<file path="config.mk">
export PLATFORM = sky130hd
export DESIGN_NAME = vlc_tail_seq
export DESIGN_NICKNAME = d
export VERILOG_FILES = /design/src/rtl/vlc_tail_seq.sv
export SDC_FILE = /design/constraint.sdc
export NUM_CORES = 1
export LEC_CHECK = 0
export CAP_MARGIN = 20
export CORE_MARGIN = 3
export CORE_UTILIZATION = 40
export DETAILED_ROUTE_END_ITERATION = 8
export PLACE_DENSITY = 0.76
export SYNTH_ARGS = -nofsm -noshare
export SYNTH_HDL_FRONTEND = slang
export SYNTH_SLANG_ARGS = --single-unit
</file>
<file path="constraint.sdc">
create_clock -name clk -period 2.05 [get_ports clk]
set_clock_uncertainty 0.2 [all_clocks]
set_input_delay 0.3075 -clock clk [delete_from_list [all_inputs] [get_ports clk]]
set_output_delay 0.3075 -clock clk [all_outputs]
set_load 0.01 [all_outputs]
</file>
<file path="src/rtl/vlc_tail_seq.sv">
// Tail-lamp sequencer: progressive turn sweep, hazard flash and brake overlay
// for LAMPS lamps per side, stepping once every STEP_DIV clocks.
module vlc_tail_seq #(
  parameter int LAMPS    = 3,
  parameter int STEP_DIV = 4
) (
  input  logic             clk,
  input  logic             rst,
  input  logic             turn_left,
  input  logic             turn_right,
  input  logic             emergency,
  input  logic             brake,
  output logic [LAMPS-1:0] left_lamp,
  output logic [LAMPS-1:0] right_lamp,
  output logic [1:0]       mode
);

  localparam int DIV_W  = (STEP_DIV > 1) ? $clog2(STEP_DIV) : 1;
  localparam int STEP_W = $clog2(LAMPS + 1);
  localparam logic [DIV_W-1:0]  DIV_LAST  = DIV_W'(STEP_DIV - 1);
  localparam logic [STEP_W-1:0] STEP_LAST = STEP_W'(LAMPS);

  typedef enum logic [1:0] {
    ST_IDLE   = 2'b00,
    ST_LEFT   = 2'b01,
    ST_RIGHT  = 2'b10,
    ST_HAZARD = 2'b11
  } state_t;

  state_t            state_reg, state_next, req;
  logic [DIV_W-1:0]  div_reg, div_next;
  logic [STEP_W-1:0] step_reg, step_next;
  logic              phase_reg, phase_next;
  logic              brake_q;
  logic              tick;
  logic [LAMPS-1:0]  seq_mask;

  assign tick = (div_reg == DIV_LAST);

  always_comb begin
    req = ST_IDLE;
    if (emergency || (turn_left && turn_right)) req = ST_HAZARD;
    else if (turn_left)                          req = ST_LEFT;
    else if (turn_right)                         req = ST_RIGHT;
  end

  always_ff @(posedge clk or posedge rst) begin
    if (rst) begin
      state_reg <= ST_IDLE;
      div_reg   <= '0;
      step_reg  <= '0;
      phase_reg <= 1'b0;
      brake_q   <= 1'b0;
    end else begin
      state_reg <= state_next;
      div_reg   <= div_next;
      step_reg  <= step_next;
      phase_reg <= phase_next;
      brake_q   <= brake;
    end
  end

  // A new request restarts the sequence at its first visible step.
  always_comb begin
    state_next = state_reg;
    div_next   = div_reg;
    step_next  = step_reg;
    phase_next = phase_reg;
    if (req != state_reg) begin
      state_next = req;
      div_next   = '0;
      step_next  = STEP_W'(1);
      phase_next = 1'b1;
    end else if (state_reg == ST_IDLE) begin
      div_next = '0;
    end else if (tick) begin
      div_next = '0;
      if (state_reg == ST_HAZARD) phase_next = ~phase_reg;
      else step_next = (step_reg == STEP_LAST) ? '0 : step_reg + STEP_W'(1);
    end else begin
      div_next = div_reg + DIV_W'(1);
    end
  end

  // Thermometer of the lowest step_reg lamps.
  generate
    for (genvar gi = 0; gi < LAMPS; gi++) begin : g_mask
      assign seq_mask[gi] = (step_reg > STEP_W'(gi));
    end
  endgenerate

  always_comb begin
    left_lamp  = '0;
    right_lamp = '0;
    case (state_reg)
      ST_IDLE: begin
        left_lamp  = {LAMPS{brake_q}};
        right_lamp = {LAMPS{brake_q}};
      end
      ST_LEFT: begin
        left_lamp  = seq_mask;
        right_lamp = {LAMPS{brake_q}};
      end
      ST_RIGHT: begin
        left_lamp  = {LAMPS{brake_q}};
        right_lamp = seq_mask;
      end
      default: begin
        left_lamp  = {LAMPS{phase_reg}};
        right_lamp = {LAMPS{phase_reg}};
      end
    endcase
  end

  assign mode = state_reg;

endmodule

</file>
==> flow_summary.toml <==
[run_status]
status = "finished, final reports clean"

[finish]
ff_latch_area_um2 = 200
drive_above_1_share_pct = 22.8
syn2layout_area_growth_pct = 35.9
antennaDiodeCount = 0
fill_cells = 122
multi_input_area_um2 = 310
nNetsFinal = 91
utilization_pct = 61.5

[global_route]
grt_use_total_pct = 13.6
overflow = 0
grt_pass1_wl_um = 1910
grt_max_degree = 9
grt_pass1_vias = 480
grt_antenna_before_repair = 0

[timing]
slew_viol_final = 0
fin_hold_ws_ns = 0.104
clock.fmax_mhz = 510
post-route-period-util_pct = 95.6
finalSetupViolations = 0
max_slew_margin_pct = 77.0
finalCriticalPeriod_ns = 1.96
worstMarginPinSlew_ns = 0.346
hold_viol = 0
rsz0062_at_grt = "no"
tns_ns = 0

[logic_synthesis]
synth_top_family_by_area = "simple AND/OR/NAND/NOR gates"
synth-compound-area-share_pct = 17.9
synthMuxAreaShare_pct = 4.20
synth-simple-area-share_pct = 21.0
syn_area_per_cell_um2 = 9.25
netlist_area_um2 = 537
synth-seq-cells = 8
yosys.area_share.xor_xnor_pct = 4.90
synth.top_cell.area_share_pct = 37.3
synthTopCellsByArea = "dfrtp_1, ha_1, a31oi_1"
synth.distinct_cells = 29
yosysWarningCount = 0
yosysSeqAreaShare_pct = 37.3
synth_cells = 58
synthAdderAreaFrac_pct = 9.32
synth_top_cell_by_area = "dfrtp_1"
syn_nets = 68

[die]
start_util_pct = 45.3
die_w_um = 42.6
core-area_um2 = 1190
dieHeight_um = 42.6
num_rows = 12
io_pins = 14
die_area_um2 = 1820

[drt]
via_count = 497
first_iter_violations = 4
drc = 0
drt-vias-per-instance = 5.34
drt_pass1_iterations = 4
routed_wl_um = 1080
drtAntennaViolNets = 0
wl_per_cell_um = 11.6

[critical_path]
timing.rr.start = "mode[0]$_DFFE_PP0P_"
cp.required_ns = 1.54
cp-end-kind = "output port"
path_max_fanout = 8
r2r_cells = 5
crit_type = "flip-flop to output port"
r2r_end = "div_reg[1]$_DFF_PP0_"
startpoint_type = "flip-flop"
cp.arrival_ns = 1.45
r2r_slack_ns = 0.35

[power]
p_total_uw = 385
powerDensity_nw_per_um2 = 527
ir_worst_vdd_mv = 0.271
total_leakage_power_uw = 0.000313

[place]
place.port_buffers = 13
globalplace.congestion = 0.860
dp_hpwl_um = 882

[clock_network]
htreeDepth = 1
cts-hold-fix-buffers = 0
root_buffer = "clkbuf_4"
cts-buffers-inserted = 3
clock_latency_ns = 0.25
cts_tree = "done"
clock-sinks = 8
path_clk_slew_ns = 0.06
clk_path_buf_depth = 2

[hold_path]
hp-class = "input port to asynchronous set/reset pin"

[job]
maxCapViolCount = 0
final cells by class:
class | instances | share of cell area, %
Clock buffer | 3 | 3.09
Multi-Input combinational cell | 43 | 42.5
Tap cell | 14 | 2.40
Timing Repair Buffer | 20 | 22.0
Sequential cell | 8 | 27.4
Inverter | 5 | 2.57
power by group:
| part | total (µW) | internal (µW) | switching (µW) |
|---|---|---|---|
| Sequential | 172 | 167 | 5.08 |
| Combinational | 95.1 | 49.3 | 45.8 |
| Clock | 117 | 66.8 | 50.6 |
per-stage QoR:
step / instance area [µm²] / std cells / setup WS, ns
global placement: 727 / 90 / -0.0113
finish: 729 / 93 / 0.0898
floorplan: 537 / 58 / 0.398
global route: 729 / 93 / 0.00429
detailed placement: 727 / 90 / -0.0290
CTS: 746 / 93 / 0.000676
synth_stat cells, drive strengths merged:
cell	count
nor3	1
nor4b	1
nor4	1
ha	4
a221oi	1
or2	1
dfrtp	8
or3	2
nor3b	1
mux2	2
xor2	1
buf	2
and3	1
nand3	1
nor2	3
xnor2	2
a21oi	1
a31oi	4
o211ai	1
nand2b	2
nand2	2
a2bb2oi	1
a22o	1
o21ai	5
or4	1
nand3b	1
and3b	1
a21o	1
inv	5
cells in the final DEF (no fill, tap or decap), types with 2 or more instances in the layout:
master,instances
dfrtp_1,8
clkdlybuf4s50_1,7
buf_4,7
inv_1,5
a31oi_1,4
nor2_1,3
o21ai_0,3
ha_1,3
clkbuf_4,3
xnor2_1,2
nand2_1,2
nand2b_1,2
o21ai_1,2
mux2_2,2
or3_1,2
buf_2,2
clkbuf_2,2
dlygate4sd2_1,2
kinds of logic (layout without fill, tap and decap cells):
kind of cell | Yosys count | count (layout)
AO/OA/AOI/OAI | 15 | 15
XOR/XNOR | 3 | 3
adder cells (fa/ha/maj) | 4 | 4
buffers and inverters | 7 | 28
flip-flops | 8 | 8
multiplexers | 2 | 2
AND/OR/NAND/NOR | 19 | 19
worst max-delay path: stages, from the launching register on:
cell and delay (ns):
dfrtp_1 0.35, buf_4 0.15, buf_4 0.16, clkdlybuf4s50_1 0.55
layer usage:
layer / wire (µm) / vias to the layer above / GRT usage (%)
met3: 53 / 2 / 2.15
met1: 483 / 227 / 16.7
met4: 15 / 0 / 9.32
met2: 529 / 15 / 21.3
li1: - / 253 / -
met5: 0 / - / 0
worst max-delay path by stage:
stage                         end  cells past startpoint                    start  slack [ns]
CTS                  left_lamp[0]                      6  step_reg[0]$_DFFE_PP0P_      0.0007
floorplan            left_lamp[1]                      3  step_reg[0]$_DFFE_PP0P_        0.40
finish                    mode[1]                      3      mode[1]$_DFFE_PP0P_        0.09
global route         left_lamp[1]                      4  step_reg[0]$_DFFE_PP0P_       0.004
global placement     left_lamp[1]                      4  step_reg[0]$_DFFE_PP0P_       -0.01
detailed placement  right_lamp[0]                      6  step_reg[1]$_DFFE_PP0P_       -0.03
repair_timing:
action | CTS | global route
resized for setup | 16 | 3
endpoints found under the setup margin | 6 | 3
setup buffers | 0 | 0
pin swaps | 1 | 1
(Power assumes the default switching activity.)
